===== src/rtl/id_ex_pipe_reg.sv =====
// ID/EX pipeline register for the 5-stage RV32I pipeline.
// Captures decoded ID fields and the extended immediate for EX. It also
// detects load-use hazards: it inserts one bubble and stalls ID for that
// cycle. EX back-pressure holds the register. A branch flush kills its contents.
// A saturating counter records how many load-use bubbles were inserted.
module id_ex_pipe_reg #(
    parameter int CTRL_W = 16,
    parameter int CNT_W  = 32
) (
    input  logic              clk,
    input  logic              rst,
    input  logic              id_valid,
    output logic              id_ready,
    input  logic [31:0]       id_pc,
    input  logic [31:0]       id_rs1_data,
    input  logic [31:0]       id_rs2_data,
    input  logic [31:0]       id_imm,
    input  logic [4:0]        id_rs1,
    input  logic [4:0]        id_rs2,
    input  logic [4:0]        id_rd,
    input  logic              id_use_rs1,
    input  logic              id_use_rs2,
    input  logic              id_mem_read,
    input  logic              id_reg_write,
    input  logic [CTRL_W-1:0] id_ctrl,
    input  logic              ex_ready,
    input  logic              ex_flush,
    output logic              ex_valid,
    output logic [31:0]       ex_pc,
    output logic [31:0]       ex_rs1_data,
    output logic [31:0]       ex_rs2_data,
    output logic [31:0]       ex_imm,
    output logic [4:0]        ex_rs1,
    output logic [4:0]        ex_rs2,
    output logic [4:0]        ex_rd,
    output logic              ex_mem_read,
    output logic              ex_reg_write,
    output logic [CTRL_W-1:0] ex_ctrl,
    output logic [CNT_W-1:0]  bubble_cnt
);

    logic              ex_valid_q,     ex_valid_d;
    logic [31:0]       ex_pc_q,        ex_pc_d;
    logic [31:0]       ex_rs1_data_q,  ex_rs1_data_d;
    logic [31:0]       ex_rs2_data_q,  ex_rs2_data_d;
    logic [31:0]       ex_imm_q,       ex_imm_d;
    logic [4:0]        ex_rs1_q,       ex_rs1_d;
    logic [4:0]        ex_rs2_q,       ex_rs2_d;
    logic [4:0]        ex_rd_q,        ex_rd_d;
    logic              ex_mem_read_q,  ex_mem_read_d;
    logic              ex_reg_write_q, ex_reg_write_d;
    logic [CTRL_W-1:0] ex_ctrl_q,      ex_ctrl_d;
    logic [CNT_W-1:0]  bubble_cnt_q,   bubble_cnt_d;

    logic hold;
    logic hazard;
    logic rs1_match;
    logic rs2_match;

    // Hazard and back-pressure detection, and the ID handshake.
    // A load to x0 never produces a hazard. Only a valid load in EX can stall ID.
    always_comb begin
        rs1_match = id_use_rs1 && (id_rs1 == ex_rd_q);
        rs2_match = id_use_rs2 && (id_rs2 == ex_rd_q);
        hold      = ex_valid_q && !ex_ready;
        hazard    = ex_valid_q && ex_mem_read_q && (ex_rd_q != 5'd0) &&
                    id_valid && (rs1_match || rs2_match);
        id_ready  = ex_flush || (!hold && !hazard);
    end

    // Next-state selection. The priority is flush, then hold, then hazard
    // bubble, then normal capture.
    always_comb begin
        ex_valid_d     = ex_valid_q;
        ex_pc_d        = ex_pc_q;
        ex_rs1_data_d  = ex_rs1_data_q;
        ex_rs2_data_d  = ex_rs2_data_q;
        ex_imm_d       = ex_imm_q;
        ex_rs1_d       = ex_rs1_q;
        ex_rs2_d       = ex_rs2_q;
        ex_rd_d        = ex_rd_q;
        ex_mem_read_d  = ex_mem_read_q;
        ex_reg_write_d = ex_reg_write_q;
        ex_ctrl_d      = ex_ctrl_q;
        bubble_cnt_d   = bubble_cnt_q;

        if (ex_flush || (!hold && hazard)) begin
            ex_valid_d     = 1'b0;
            ex_pc_d        = '0;
            ex_rs1_data_d  = '0;
            ex_rs2_data_d  = '0;
            ex_imm_d       = '0;
            ex_rs1_d       = '0;
            ex_rs2_d       = '0;
            ex_rd_d        = '0;
            ex_mem_read_d  = 1'b0;
            ex_reg_write_d = 1'b0;
            ex_ctrl_d      = '0;
            // Flush takes precedence, so a bubble is counted only when it was caused by a hazard.
            if (!ex_flush && (bubble_cnt_q != {CNT_W{1'b1}})) begin
                bubble_cnt_d = bubble_cnt_q + CNT_W'(1);
            end
        end else if (!hold) begin
            ex_valid_d     = id_valid;
            ex_pc_d        = id_pc;
            ex_rs1_data_d  = id_rs1_data;
            ex_rs2_data_d  = id_rs2_data;
            ex_imm_d       = id_imm;
            ex_rs1_d       = id_rs1;
            ex_rs2_d       = id_rs2;
            ex_rd_d        = id_rd;
            // An empty slot must not carry side-effecting control into EX.
            ex_mem_read_d  = id_valid && id_mem_read;
            ex_reg_write_d = id_valid && id_reg_write;
            ex_ctrl_d      = id_valid ? id_ctrl : '0;
        end
    end

    // State registers with synchronous reset.
    always_ff @(posedge clk) begin
        if (rst) begin
            ex_valid_q     <= 1'b0;
            ex_pc_q        <= '0;
            ex_rs1_data_q  <= '0;
            ex_rs2_data_q  <= '0;
            ex_imm_q       <= '0;
            ex_rs1_q       <= '0;
            ex_rs2_q       <= '0;
            ex_rd_q        <= '0;
            ex_mem_read_q  <= 1'b0;
            ex_reg_write_q <= 1'b0;
            ex_ctrl_q      <= '0;
            bubble_cnt_q   <= '0;
        end else begin
            ex_valid_q     <= ex_valid_d;
            ex_pc_q        <= ex_pc_d;
            ex_rs1_data_q  <= ex_rs1_data_d;
            ex_rs2_data_q  <= ex_rs2_data_d;
            ex_imm_q       <= ex_imm_d;
            ex_rs1_q       <= ex_rs1_d;
            ex_rs2_q       <= ex_rs2_d;
            ex_rd_q        <= ex_rd_d;
            ex_mem_read_q  <= ex_mem_read_d;
            ex_reg_write_q <= ex_reg_write_d;
            ex_ctrl_q      <= ex_ctrl_d;
            bubble_cnt_q   <= bubble_cnt_d;
        end
    end

    assign ex_valid     = ex_valid_q;
    assign ex_pc        = ex_pc_q;
    assign ex_rs1_data  = ex_rs1_data_q;
    assign ex_rs2_data  = ex_rs2_data_q;
    assign ex_imm       = ex_imm_q;
    assign ex_rs1       = ex_rs1_q;
    assign ex_rs2       = ex_rs2_q;
    assign ex_rd        = ex_rd_q;
    assign ex_mem_read  = ex_mem_read_q;
    assign ex_reg_write = ex_reg_write_q;
    assign ex_ctrl      = ex_ctrl_q;
    assign bubble_cnt   = bubble_cnt_q;

endmodule


===== config.mk =====
export PLATFORM = sky130hd
export DESIGN_NAME = id_ex_pipe_reg
export DESIGN_NICKNAME = d
export VERILOG_FILES = /design/src/rtl/id_ex_pipe_reg.sv
export SDC_FILE = /design/constraint.sdc
export NUM_CORES = 1
export LEC_CHECK = 0
export CAP_MARGIN = 0
export CORE_AREA = 2 2 142 144
export CTS_BUF_LIST = sky130_fd_sc_hd__clkbuf_16
export DETAILED_ROUTE_END_ITERATION = 8
export DIE_AREA = 0 0 144 146
export HOLD_SLACK_MARGIN = 0.05
export PLACE_DENSITY_LB_ADDON = 0.05
export SYNTH_ARGS = -nofsm -noshare
export SYNTH_HDL_FRONTEND = slang
export SYNTH_SLANG_ARGS = --single-unit

===== constraint.sdc =====
create_clock -name clk -period 3.5 [get_ports clk]
set_input_delay 0.7 -clock clk [delete_from_list [all_inputs] [get_ports clk]]
set_output_delay 0.7 -clock clk [all_outputs]
set_load 0.05 [all_outputs]

==> impl_metrics.csv, run 1 <==
group,metric,value,unit
clocking,cts_hold_buf,0,
clocking,cts_sinks,194,
logic_synthesis,synth_top_cell_by_area,"dfxtp_1",
clocking,clkTransAtPathRegs,0.06,ns
pwr,internal_power,0.00362,W
grt,grt_max_degree,163,
logic_synthesis,synth_mux_area_share,0.599,%
logic_synthesis,yosys_warnings,0,
logic_synthesis,syn_inst,923,
placed_design,dp_hpwl,17400,microns
logic_synthesis,syn_area_per_cell,7.92,sq um
floorplanning,die_width,144,microns
floorplanning,core_area,19300,sq um
timing,finalHoldViolCount,0,
grt,grt_use_total,22.8,%
timing,max_freq,0.334,GHz
logic_synthesis,synth_edf_count,0,
worst_setup_path,cp_slowest_stage_delay,0.46,ns
clocking,post_cts_resized,0,
placed_design,gp_congestion,0.788,
pwr,pwr-share-seq,46.3,%
timing,timing.final.ws_setup,0.502,ns
detailed_routing,via_per_inst,4.81,
timing,period_share,85.6,%
timing,finalCriticalPeriod,3.00,ns
worst_setup_path,cp-end-kind,"output pin",
pwr,power.density,426,nW/um^2
hold_path,hp-class,"reg2reg",
pwr,p_switching,0.00139,W
worst_setup_path,path_max_fanout,4,
logic_synthesis,synth_fp_nets,1092,
floorplanning,rows,51,
clocking,numCtsBuffers,17,
grt,grt_pass1_vias,6934,
logic_synthesis,synth_area_leaders,"dfxtp_1, nand2_1, a21oi_1",
timing,drv_slew,0,
timing,rsz0062_at_grt,"no",
grt,grt_first_pass_wirelength,37600,microns
worst_setup_path,criticalPathCategory,"in2out",
logic_synthesis,synth-compound-area-share,15.0,%
placed_design,pre_cts_ws,0.483,ns
clocking,htree_levels,4,
timing,worst_slew_pin_slew,0.825,ns
worst_setup_path,crit_chain,"clkdlybuf4s50_1 -> xnor2_1 -> nand4_1 -> o22ai_2 -> nor2b_1 -> o21bai_1 -> buf_12",
clocking,cts_setup_buffers,0,
logic_synthesis,netlist_area,7310,sq um
timing,clock-skew-final,0.00810,ns
final_layout,regArea,3880,sq um
detailed_routing,drt-pass1-iter-count,4,
clocking,clock_latency,0.43,ns
final_layout,syn_to_final_growth,61.2,%
pwr,combPwrFrac,16.2,%
floorplanning,die_h,146,microns
logic_synthesis,post-synth-top-count-cell,"nand2_1",
pwr,netSwitchingFraction,27.7,%
clocking,clockBufferDepth,2,
placed_design,dp_cells,1499,
logic_synthesis,synth_fa_ha_area_share,0.171,%
final_layout,nets,1422,
pwr,max-vdd-ir-drop,293,uV
logic_synthesis,synthXorXnorAreaFrac,1.92,%
final_layout,drive_gt1_share,4.27,%
timing,slew_headroom,45.0,%
detailed_routing,vias,7369,
worst_setup_path,required,2.80,ns
detailed_routing,wl_per_cell,15.9,microns
logic_synthesis,yosysTopAreaCellShare,53.1,%
logic_synthesis,async_flop_share,0,%
logic_synthesis,synth_top_flop_cell,"dfxtp_1",
timing,hold-worst-slack,0.450,ns
worst_setup_path,cp_slowest_cell,"clkdlybuf4s50_1",
worst_setup_path,crit_arrival,2.30,ns
clocking,cts_tree,"built",
logic_synthesis,synth_top_family_by_area,"simple AND/OR/NAND/NOR gates",
logic_synthesis,synth-seq-cells,194,
final_layout,multiInputGateArea,3180,sq um
detailed_routing,first_iter_violations,375,
floorplanning,start_util,37.8,%
detailed_routing,routed_wl,24400,microns
detailed_routing,drc,0,
clocking,root_buffer,"clkbuf_16",
logic_synthesis,yosysSeqAreaShare,53.1,%
floorplanning,die_area,21000,sq um
final_layout,nFillCells,1748,
timing,setup_viol_count_final,0,
grt,antenna_found_initial,1,
worst_setup_path,cp-start-kind,"input port",
job,maxCapViolations,0,
pwr,p_clk_share,37.4,%
logic_synthesis,synth-simple-area-share,25.5,%
logic_synthesis,synthTopCellsByCount,"nand2_1, dfxtp_1, a21oi_1",
detailed_routing,antenna_left,0,
floorplanning,num_io_pins,363,
pwr,leakagePower,4.41,nW
outcome,outcome,"finished clean",
placed_design,io_buffers,362,
timing,finalSetupTns,0,ns
logic_synthesis,yosysUniqueCellTypes,35,
final_layout,final_cells,1533,
grt,grt-ovfl-total,0,
cells by family after synthesis:
| family | count (synthesis) |
|---|---|
| AO/OA/AOI/OAI | 209 |
| XOR/XNOR | 16 |
| adder cells (fa/ha/maj) | 1 |
| buffers and inverters | 68 |
| flip-flops | 194 |
| multiplexers | 4 |
| AND/OR/NAND/NOR | 431 |
worst max-delay path: cells and delay by family:
family	cells	cell delay [ns]
XOR/XNOR	1	0.23
buffers and inverters	2	0.63
AND/OR/NAND/NOR	2	0.44
AO/OA/AOI/OAI	2	0.29
area by class of cell:
type                            instances  area share, %
Clock inverter                         15           1.14
Tap cell                              265           2.81
Antenna cell                            2         0.0425
Sequential cell                       194           33.0
Inverter                                4          0.127
Clock buffer                           17           3.61
Timing Repair Buffer                  375           32.3
Multi-Input combinational cell        661           27.0
power by group through the flow:
stage          Combinational (W)  Sequential [W]  Clock (W)
2_1_floorplan           0.000156         0.00263          0
3_3_place_gp            0.000815         0.00237          0
3_5_place_dp            0.000815         0.00237          0
4_1_cts                 0.000819         0.00232    0.00192
5_1_grt                 0.000859         0.00233    0.00201
6_report                0.000812         0.00232    0.00188
per-layer routing:
layer  wire length [microns]  vias to the layer above  global-route usage (%)
li1                        -                     3742                       -
met1                    9860                     3371                    26.3
met2                   12100                      228                    38.9
met3                    2050                       28                    8.65
met4                     479                        0                    7.21
met5                       0                        -                       0
metrics by stage:
stage	area, sq um	utilization [%]	power (W)
floorplan	7310	-	0.00279
global placement	11200	58.0	0.00319
detailed placement	11200	58.0	0.00319
CTS	11800	60.9	0.00507
global route	11800	60.9	0.00520
finish	11800	60.9	0.00501
state kept, by name (all words and copies together), names as in the netlist, 5 cells and up:
register     flops
ex_rd            5
ex_rs1           5
ex_imm          32
ex_rs2_data     32
bubble_cnt      32
ex_rs2           5
ex_rs1_data     32
ex_ctrl         16
ex_pc           32
cells in the final DEF (no fill, tap or decap), types with 2 or more instances in the layout:
cell type	synthesis	layout
a21oi_1	182	182
and2_1	3	3
and3_1	2	2
and4_1	3	3
buf_12	0	7
buf_4	0	7
clkbuf_16	0	17
clkdlybuf4s50_1	0	361
clkinv_2	0	2
clkinv_4	0	2
clkinvlp_4	0	3
dfxtp_1	194	194
diode_2	0	2
inv_1	4	5
inv_6	0	4
mux2_2	3	3
nand2_1	323	323
nand3_1	33	33
nand4_1	8	8
nor2_1	14	14
nor2b_1	7	6
nor3_1	4	4
o21ai_0	11	11
o31ai_1	11	11
or3_1	11	11
or4_1	15	15
xnor2_1	12	12
xor2_1	4	4
worst paths after layout:
path	cells past startpoint	to	start	slack, ns
setup / recovery	7	id_ready	id_rs1[0]	0.50
hold / removal	2	ex_rs2_data[12]$_SDFFE_PP0N_	ex_rs2_data[12]$_SDFFE_PP0N_	0.45
setup reg to reg	5	bubble_cnt[27]$_SDFFE_PP0P_	bubble_cnt[2]$_SDFFE_PP0P_	1.01
hold reg to reg	2	ex_rs2_data[12]$_SDFFE_PP0N_	ex_rs2_data[12]$_SDFFE_PP0N_	0.45
No activity file was read; power rests on OpenSTA's default activity.
==> run 2: changes to the inputs <==
- GPL_ROUTABILITY_DRIVEN: not set -> 0
==> results of run 2 <==
The final DEF is identical to that of run 1; final timing and power are the same.
==> run 3: changes to the inputs <==
- CELL_PAD_IN_SITES_DETAIL_PLACEMENT: not set -> 1
- CELL_PAD_IN_SITES_GLOBAL_PLACEMENT: not set -> 1
- CORE_AREA: 2 2 142 144 -> not set
- CORE_UTILIZATION: not set -> 30
- DIE_AREA: 0 0 144 146 -> not set
==> impl_metrics.csv, run 3 (synthesized netlist as in run 1, its figures left out) <==
group,metric,value,unit
outcome,outcome,"finished clean",
hold_path,hp-class,"reg2reg",
floorplanning,start_util,30.9,%
timing,clock-skew-final,0.0153,ns
timing,timing.final.ws_setup,0.397,ns
timing,max_freq,0.322,GHz
worst_setup_path,rr_startpoint,"bubble_cnt[0]$_SDFFE_PP0P_",
detailed_routing,wl_per_cell,17.2,microns
timing,slew_headroom,50.2,%
floorplanning,core_area,23700,sq um
floorplanning,num_io_pins,363,
clocking,post_cts_resized,0,
placed_design,io_buffers,362,
grt,grtUsageMet3,8.21,%
detailed_routing,first_iter_violations,389,
timing,worst_slew_pin_slew,0.748,ns
worst_setup_path,required,2.80,ns
grt,grt_use_total,21.5,%
final_layout,final_area,11900,sq um
final_layout,final_cells,1589,
worst_setup_path,cp-end-kind,"output pin",
worst_setup_path,cp-start-kind,"input port",
placed_design,dp_hpwl,19600,microns
floorplanning,die_area,25000,sq um
hold_path,min_from,"ex_rs1_data[23]$_SDFFE_PP0N_",
floorplanning,rows,56,
final_layout,syn_to_final_growth,62.7,%
detailed_routing,drc,0,
timing,finalCriticalPeriod,3.10,ns
final_layout,drive_gt1_share,4.42,%
clocking,clkTransAtPathRegs,0.06,ns
clocking,cts_sinks,194,
timing,drv_slew,0,
placed_design,placed_cell_area,11300,sq um
worst_setup_path,r2r_end,"bubble_cnt[18]$_SDFFE_PP0P_",
grt,grt.met1_usage,23.4,%
floorplanning,die_width,158,microns
timing,finalHoldViolCount,0,
grt,met2_usage,37.8,%
grt,grt_max_degree,163,
worst_setup_path,reg2regPathDepth,7,
clocking,clock_latency,0.43,ns
final_layout,nFillCells,2878,
timing,setup_viol_count_final,0,
detailed_routing,vias,7642,
pwr,power.density,426,nW/um^2
worst_setup_path,crit_arrival,2.40,ns
placed_design,dp_cells,1555,
final_layout,regArea,3880,sq um
detailed_routing,via_per_inst,4.81,
grt,antenna_found_initial,2,
timing,rsz0062_at_grt,"no",
clocking,cts_setup_buffers,0,
job,maxCapViolations,0,
final_layout,final_common_cell,"clkdlybuf4s50_1",
floorplanning,die_h,158,microns
detailed_routing,antenna_left,0,
detailed_routing,drt-pass1-iter-count,4,
final_layout,layout_common_cells,"clkdlybuf4s50_1, nand2_1, dfxtp_1",
worst_setup_path,rrSetupSlack,1.02,ns
grt,gr-max-usage-layer,"met2",
clocking,clockBufferDepth,2,
clocking,root_buffer,"clkbuf_16",
clocking,cts_tree,"built",
grt,grt-ovfl-total,0,
hold_path,min_path_cells,2,
final_layout,nets,1424,
grt,grt_pass1_vias,7683,
final_layout,multiInputGateArea,3180,sq um
clocking,cts_hold_buf,0,
pwr,leakagePower,4.43,nW
timing,finalSetupTns,0,ns
worst_setup_path,crit_path_start,"id_rs2[4]",
pwr,max-vdd-ir-drop,247,uV
worst_setup_path,criticalPathCategory,"in2out",
detailed_routing,routed_wl,27400,microns
hold_path,holdPathEnd,"ex_rs1_data[23]$_SDFFE_PP0N_",
clocking,htree_levels,4,
clocking,numCtsBuffers,17,
grt,grt_first_pass_wirelength,41400,microns
placed_design,pre_cts_ws,0.377,ns
worst_setup_path,path_max_fanout,4,
timing,period_share,88.7,%
==> run 3: stage by stage <==
stage          hold slack (ns)  utilization (%)  power (W)
4_1_cts                  0.454             50.2    0.00513
2_1_floorplan            0.671                -    0.00279
3_3_place_gp             0.437             47.8    0.00320
3_5_place_dp             0.444             47.8    0.00321
6_report                 0.451             50.2    0.00507
5_1_grt                  0.468             50.2    0.00526
==> run 3: cell type report <==
type / count / share of cell area, %
well taps: 319 / 3.36
repair buffers: 377 / 32.4
flip-flops and latches: 194 / 32.7
multi-input cells: 661 / 26.7
clock buffers: 17 / 3.58
inverters: 4 / 0.126
diodes: 2 / 0.0421
clock inverters: 15 / 1.14
==> run 3: per-layer routing <==
layer | part of all wire (%) | routed length, microns | vias up
met2 | 49 | 13500 | 229
met3 | 8.8 | 2410 | 31
met5 | 0 | 0 | -
met4 | 2.4 | 663 | 0
met1 | 39 | 10800 | 3639
li1 | - | - | 3743
==> run 3: how the worst max path moves through the flow <==
stage	depth (start not counted)	endpoint	slack, ns
3_5_place_dp	7	id_ready	0.38
3_3_place_gp	7	id_ready	0.43
6_report	7	id_ready	0.40
2_1_floorplan	4	id_ready	0.65
4_1_cts	7	id_ready	0.37
5_1_grt	7	id_ready	0.24
==> run 3: report_power, final <==
group / switching (W) / internal, W / total (W)
clock: 0.000925 / 0.000993 / 0.00192
combinational: 0.000470 / 0.000355 / 0.000825
sequential: 0.0000415 / 0.00228 / 0.00232
==> run 3: critical path, stage by stage <==
cell	delay, ns
clkdlybuf4s50_1	0.43
xnor2_1	0.22
nand4_1	0.15
o22ai_2	0.20
nor2b_1	0.35
o21bai_1	0.17
buf_12	0.18
